==> config.mk <==
export PLATFORM = sky130hd
export DESIGN_NAME = mux_2x1_8bits_flat
export DESIGN_NICKNAME = d
export VERILOG_FILES = /design/src/rtl/mux_2x1_8bits_if.sv /design/src/rtl/mux_2x1_8bits.sv /design/src/flat_wrapper.sv
export SDC_FILE = /design/constraint.sdc
export NUM_CORES = 1
export LEC_CHECK = 0
export ABC_CLOCK_PERIOD_IN_PS = 2300
export CAP_MARGIN = 5
export CORE_UTILIZATION = 47
export CTS_BUF_LIST = sky130_fd_sc_hd__clkbuf_8
export DETAILED_ROUTE_END_ITERATION = 6
export PLACE_DENSITY = 0.7
export SLEW_MARGIN = 20
export SYNTH_ARGS = -nofsm -noshare
export SYNTH_HDL_FRONTEND = slang
export SYNTH_SLANG_ARGS = --single-unit
==> constraint.sdc <==
create_clock -name clk -period 2.3 [get_ports clk]
set_input_delay 0.345 -clock clk [delete_from_list [all_inputs] [get_ports clk]]
set_output_delay 0.345 -clock clk [all_outputs]
set_load 0.01 [all_outputs]
==> src/rtl/mux_2x1_8bits_if.sv <==
// Lane-side and link-side signal bundle for the 2:1 lane merger.
// master: lane sources + downstream sink; slave: the merger itself.
interface mux_2x1_8bits_if #(
  parameter int WIDTH = 8
);
  logic [WIDTH-1:0] data_in0;
  logic             valid_in0;
  logic [WIDTH-1:0] data_in1;
  logic             valid_in1;
  logic             ready_in;
  logic             full0;
  logic             full1;
  logic [WIDTH-1:0] data_out;
  logic             valid_out;
  logic             lane_out;
  logic             overflow;

  modport master (
    output data_in0,
    output valid_in0,
    output data_in1,
    output valid_in1,
    output ready_in,
    input  full0,
    input  full1,
    input  data_out,
    input  valid_out,
    input  lane_out,
    input  overflow
  );

  modport slave (
    input  data_in0,
    input  valid_in0,
    input  data_in1,
    input  valid_in1,
    input  ready_in,
    output full0,
    output full1,
    output data_out,
    output valid_out,
    output lane_out,
    output overflow
  );
endinterface

==> src/rtl/mux_2x1_8bits.sv <==
// Merges two valid-qualified lanes through per-lane FIFOs and a
// round-robin arbiter into one registered, lane-tagged stream.
//   clk, reset      : clock, async active-high reset
//   bus.data_inN    : lane N data, pushed when bus.valid_inN=1
//   bus.ready_in    : downstream accepts data_out
//   bus.fullN       : lane N FIFO holds DEPTH entries
//   bus.data_out/valid_out/lane_out : registered merged output
//   bus.overflow    : sticky, a push hit a full lane and was lost
module mux_2x1_8bits #(
  parameter int WIDTH = 8,
  parameter int DEPTH = 4
) (
  input logic           clk,
  input logic           reset,
  mux_2x1_8bits_if.slave bus
);
  localparam int AW = $clog2(DEPTH);
  localparam logic [AW:0] FULL = DEPTH[AW:0];

  logic [WIDTH-1:0] mem    [2][DEPTH];
  logic [AW-1:0]    wr_ptr [2];
  logic [AW-1:0]    rd_ptr [2];
  logic [AW:0]      cnt    [2];
  logic [WIDTH-1:0] din    [2];

  logic [1:0] vin;
  logic [1:0] ne;
  logic [1:0] full;
  logic [1:0] pop;
  logic [1:0] push;
  logic [1:0] drop;
  logic       adv;
  logic       win;
  logic       last;

  logic [WIDTH-1:0] data_q;
  logic             valid_q;
  logic             lane_q;
  logic             ovf_q;

  assign din[0] = bus.data_in0;
  assign din[1] = bus.data_in1;
  assign vin    = {bus.valid_in1, bus.valid_in0};

  always_comb begin
    ne   = '0;
    full = '0;
    pop  = '0;
    adv  = ~valid_q | bus.ready_in;
    for (int i = 0; i < 2; i++) begin
      ne[i]   = (cnt[i] != '0);
      full[i] = (cnt[i] == FULL);
    end
    // lane 1 wins if it is the only candidate, or both
    // are pending and lane 0 was served last
    win = ne[1] & (~ne[0] | ~last);
    if (adv && (|ne)) begin
      pop[win] = 1'b1;
    end
    // a full lane still accepts a push when it pops
    // in the same cycle (its head slot is freed)
    push = vin & (~full | pop);
    drop = vin & full & ~pop;
  end

  always_ff @(posedge clk) begin
    for (int i = 0; i < 2; i++) begin
      if (push[i]) begin
        mem[i][wr_ptr[i]] <= din[i];
      end
    end
  end

  always_ff @(posedge clk or posedge reset) begin
    if (reset) begin
      for (int i = 0; i < 2; i++) begin
        wr_ptr[i] <= '0;
        rd_ptr[i] <= '0;
        cnt[i]    <= '0;
      end
    end else begin
      for (int i = 0; i < 2; i++) begin
        if (push[i]) begin
          wr_ptr[i] <= wr_ptr[i] + 1'b1;
        end
        if (pop[i]) begin
          rd_ptr[i] <= rd_ptr[i] + 1'b1;
        end
        cnt[i] <= cnt[i]
                + {{AW{1'b0}}, push[i]}
                - {{AW{1'b0}}, pop[i]};
      end
    end
  end

  always_ff @(posedge clk or posedge reset) begin
    if (reset) begin
      data_q  <= '0;
      valid_q <= 1'b0;
      lane_q  <= 1'b0;
      ovf_q   <= 1'b0;
      last    <= 1'b1;
    end else begin
      if (|drop) begin
        ovf_q <= 1'b1;
      end
      if (adv) begin
        if (|ne) begin
          data_q  <= mem[win][rd_ptr[win]];
          lane_q  <= win;
          valid_q <= 1'b1;
          last    <= win;
        end else begin
          valid_q <= 1'b0;
        end
      end
    end
  end

  assign bus.full0     = full[0];
  assign bus.full1     = full[1];
  assign bus.data_out  = data_q;
  assign bus.valid_out = valid_q;
  assign bus.lane_out  = lane_q;
  assign bus.overflow  = ovf_q;
endmodule

==> src/flat_wrapper.sv <==
// flat-port wrapper written by rule: the top's interface ports become plain ports
module mux_2x1_8bits_flat 
#(
  parameter int WIDTH = 8,
  parameter int DEPTH = 4
)
  (clk, reset, bus_data_in0, bus_valid_in0, bus_data_in1, bus_valid_in1, bus_ready_in, bus_full0, bus_full1, bus_data_out, bus_valid_out, bus_lane_out, bus_overflow);
  mux_2x1_8bits_if #(.WIDTH(WIDTH)) bus_i ();
  input logic clk;
  input logic reset;
  input wire logic [$bits(bus_i.data_in0)-1:0] bus_data_in0;
  input wire logic [$bits(bus_i.valid_in0)-1:0] bus_valid_in0;
  input wire logic [$bits(bus_i.data_in1)-1:0] bus_data_in1;
  input wire logic [$bits(bus_i.valid_in1)-1:0] bus_valid_in1;
  input wire logic [$bits(bus_i.ready_in)-1:0] bus_ready_in;
  output wire logic [$bits(bus_i.full0)-1:0] bus_full0;
  output wire logic [$bits(bus_i.full1)-1:0] bus_full1;
  output wire logic [$bits(bus_i.data_out)-1:0] bus_data_out;
  output wire logic [$bits(bus_i.valid_out)-1:0] bus_valid_out;
  output wire logic [$bits(bus_i.lane_out)-1:0] bus_lane_out;
  output wire logic [$bits(bus_i.overflow)-1:0] bus_overflow;
  assign bus_i.data_in0 = bus_data_in0;
  assign bus_i.valid_in0 = bus_valid_in0;
  assign bus_i.data_in1 = bus_data_in1;
  assign bus_i.valid_in1 = bus_valid_in1;
  assign bus_i.ready_in = bus_ready_in;
  assign bus_full0 = bus_i.full0;
  assign bus_full1 = bus_i.full1;
  assign bus_data_out = bus_i.data_out;
  assign bus_valid_out = bus_i.valid_out;
  assign bus_lane_out = bus_i.lane_out;
  assign bus_overflow = bus_i.overflow;
  mux_2x1_8bits #(.WIDTH(WIDTH), .DEPTH(DEPTH)) u_core (.clk(clk), .reset(reset), .bus(bus_i));
endmodule
==> summary.txt <==
Synthesis
  – Syn Inst Count: 240
  – Top cells by count, synth: edfxtp_1 (64), mux2i_1 (32), dfrtp_1 (25), nand2_1 (15), inv_1 (14)
  – Compound-gate portion of the synthesized area: 0.0643
  – Share of the synthesized area in the top cell type: 0.487
  – Simple logic cell fraction of the synthesized area: 0.0469
  – Largest family of logic cells by synthesized area: multiplexers
  – Async SR Flop Fraction: 0.289
  – XOR/XNOR share of the synthesized area: 0.0222
  – Post-synth EDFFs: 64
  – Adder-cell share of the synthesized area: 0.0482
  – Synthesized area: between 0.003 and 0.004 mm^2
  – Synth Register Bits: 90
  – Synth top area cells: edfxtp_1 (49%), dfrtp_1 (16%), mux2i_1 (8.1%)
  – Multiplexer share of the synthesized area: 0.141
  – Cell taking the most area after synthesis: edfxtp_1
  – Cell with the most instances after synthesis: edfxtp_1
  – Total nets after synthesis: around 280
  – Post-synthesis sequential area ratio: 0.652
  – Synth cell types: 39
  – Synth Flop Type: edfxtp_1
  – Syn Area/Cell: 16.4 um^2
  – Yosys warns: 0

STA
  – Final Hold Vio Count: 0
  – Setup WS post-layout: -65.0 ps
  – Final-report max-slew violation count: 0
  – RSZ-0062 raised after global routing: yes
  – Final setup fails: 2
  – Worst-Margin Slew: 414 ps
  – Slew Limit Headroom: 0.724
  – Worst-case clock skew: about 6.5 ps
  – Minimum clock period: 2370 ps
  – Period utilization: 1.03
  – Max frequency: roughly 0.42 GHz

Critical path
  – WP buf/inv: 3
  – Worst r2r path cells: 11
  – Worst EP arrival: approximately 2600 ps
  – Worst setup EP type: flip-flop
  – WS Path Type: flip-flop to flip-flop
  – Worst EP required: 2540 ps
  – Reg-to-reg slack, setup: -70 ps
  – R2r startpoint: u_core.cnt[5]
  – Critical path launch point: u_core.cnt[5]
  – Critical path startpoint category: flip-flop
  – Worst path depth: 11
  – Slowest CP cell: or3_4
  – Delay-heaviest family, CP: adder cells
  – Crit path to: u_core.cnt[5]
  – R2r endpoint: u_core.cnt[5]
  – Worst-path cell chain: or3_4, buf_6, a21oi_4, nor2_2, ha_1, inv_1, ha_1, inv_1, fa_2, xnor2_2, xnor2_1
  – Max incr delay on CP: ~420 ps
  – Max FO, Critical Path: 4

GRT
  – Met2 GRT Util: 0.301
  – First-pass GRT wire length: 11.3 mm
  – Met3 GRT Util: 0.0341
  – GR Overflow Total: 0
  – All-layer global routing usage: 0.180
  – GRT met1 Usage: 0.232
  – Initial antenna violation count: 0
  – Largest net degree at the start of global routing: 27
  – Busiest layer in global routing: met2
  – Vias in the first global route: around 2200

Pwr
  – Static Leak: 1.96 nW
  – Seq pwr share: 0.371
  – Switching share of power: 0.322
  – P per Cell Area: between 1000 and 1500 mW/mm^2
  – Power share of the clock group: 0.175
  – Net Switching: around 2.1 mW
  – Total power: ~6.6 mW
  – VDD IR max: approximately 0.00068 V
  – Logic gate share of total power: 0.454
  – Pint: around 4.5 mW

Routing
  – DR vias: between 2000 and 2500
  – DRT Wirelength: 6.90 mm
  – Pre-antenna DRT Iters: 4
  – Initial DRC count: 64
  – Residual DRC count: 0
  – Wire length per cell: 16.4 um
  – Post-DR vias/cell: ~5.1
  – DRT antenna net count: 0

Die
  – Initial Util: 0.483
  – Core Region: ~0.0082 mm^2
  – DIE AREA: between 0.008 and 0.009 mm^2
  – Die height: ~94 um
  – # rows: 33
  – Die width: ~94 um
  – Top Ports: 34

CTS
  – CTS tree: yes
  – Cts hold-fix bufs: 0
  – Num Clock Sinks: 90
  – Htree depth: 3
  – Reg clk slew, reported paths: approximately 90 ps
  – CTS root buf: clkbuf_8
  – Total CTS buffers: 9
  – CTS max path bufs: 2
  – Clock Latency Late Sink: 350 ps

Placement
  – IO buf count: 33
  – Final HPWL DP: 4.87 mm
  – Cell Count Post-Placement: approximately 400
  – RePlAce Congestion: around 0.72

Layout
  – Layout overhead on the synthesized area: 25.5%
  – # diodes: 0
  – Proportion of layout cells with a drive suffix above 1: 0.295
  – Final net count: between 300 and 400
  – Final cell count without fillers: between 400 and 500
  – Fillers: 629

Job
  – Max Cap Viol: 0

Status
  – Failing checks: negative setup slack
  – Status: complete, but fails checks

Worst hold path
  – Hold Path Class: primary input to asynchronous set/reset pin
-- cells in the final DEF (no fill, tap or decap), drive strengths merged, types with 3 or more instances in the layout --
cell type / instances
buf: 33
dfrtp: 25
o221ai: 8
or3: 3
clkbuf: 9
edfxtp: 64
and2: 8
mux2: 18
xnor2: 9
mux2i: 32
nand2: 15
clkdlybuf4s50: 33
inv: 15
o21ai: 3
ha: 12
-- sequential cells by signal (all words and copies together) (netlist names) --
name,cells
u_core.bus.data_out,8
u_core.bus.lane_out,1
u_core.bus.overflow,1
u_core.bus.valid_out,1
u_core.cnt,6
u_core.last,1
u_core.mem,64
u_core.rd_ptr,4
u_core.wr_ptr,4
-- through the flow --
stage	setup slack (ps)	hold slack (ps)	cell area, um^2	utilization	TNS, ps
6_report	-65.0	366	4950	0.606	-119
5_1_grt	-186	415	4950	0.606	-486
4_1_cts	-65.7	367	4930	0.603	-131
3_5_place_dp	-149	465	4700	0.575	-302
3_3_place_gp	-117	454	4700	0.575	-187
2_1_floorplan	-135	384	3990	-	-309
-- power groups by stage --
| stage | logic, mW | registers (mW) | clock network, mW |
|---|---|---|---|
| after detailed placement | 2.95 | 2.48 | 0 |
| after global placement | 2.87 | 2.46 | 0 |
| after CTS | 2.98 | 2.45 | 1.18 |
| after floorplan | 1.92 | 2.50 | 0 |
| final | 2.99 | 2.44 | 1.16 |
| after global routing | 3.28 | 2.49 | 1.25 |
-- repair_timing --
| item | 4_1_cts | 5_1_grt |
|---|---|---|
| buffers inserted | 0 | 2 |
| endpoints found under the hold margin | 0 | 0 |
| endpoints found under the setup margin | 4 | 5 |
| pin swaps | 7 | 4 |
| resized for setup | 4 | 2 |
-- layout make-up --
class / count / area [um^2] / area share
multi-input combinational: 129 / 1330 / 0.269
timing repair buffer: 66 / 644 / 0.130
tap: 105 / 131 / 0.0265
clock inverter: 7 / 92.6 / 0.0187
sequential: 90 / 2570 / 0.519
clock buffer: 9 / 124 / 0.0250
inverter: 14 / 55.1 / 0.0111
-- routing by layer --
layer | up-vias | part of all wire
met1 | 1067 | 0.44
met4 | 0 | 0.017
li1 | 1024 | -
met3 | 9 | 0.023
met5 | - | 0
met2 | 32 | 0.52
-- worst min path at each step --
stage	cells past startpoint	startpoint	slack (ps)	end
floorplan	1	reset	380	u_core.bus.data_out[0]
CTS	3	reset	370	u_core.wr_ptr[2]
detailed placement	2	u_core.bus.overflow	470	u_core.bus.overflow
global route	3	reset	420	u_core.wr_ptr[2]
global placement	2	u_core.bus.overflow	450	u_core.bus.overflow
finish	3	reset	370	u_core.wr_ptr[2]
-- logic make-up (layout without fill, tap and decap cells) --
group | count (synthesis) | count (layout)
buffers and inverters | 21 | 96
XOR/XNOR | 10 | 10
AND/OR/NAND/NOR | 35 | 35
multiplexers | 50 | 50
adder cells (fa/ha/maj) | 14 | 14
AO/OA/AOI/OAI | 20 | 20
flip-flops | 90 | 90
-- worst min-delay path: cells and delay by family --
kind	cells	cell delay [ps]
buf+inv	3	790
No activity file was read; power rests on OpenSTA's default activity.
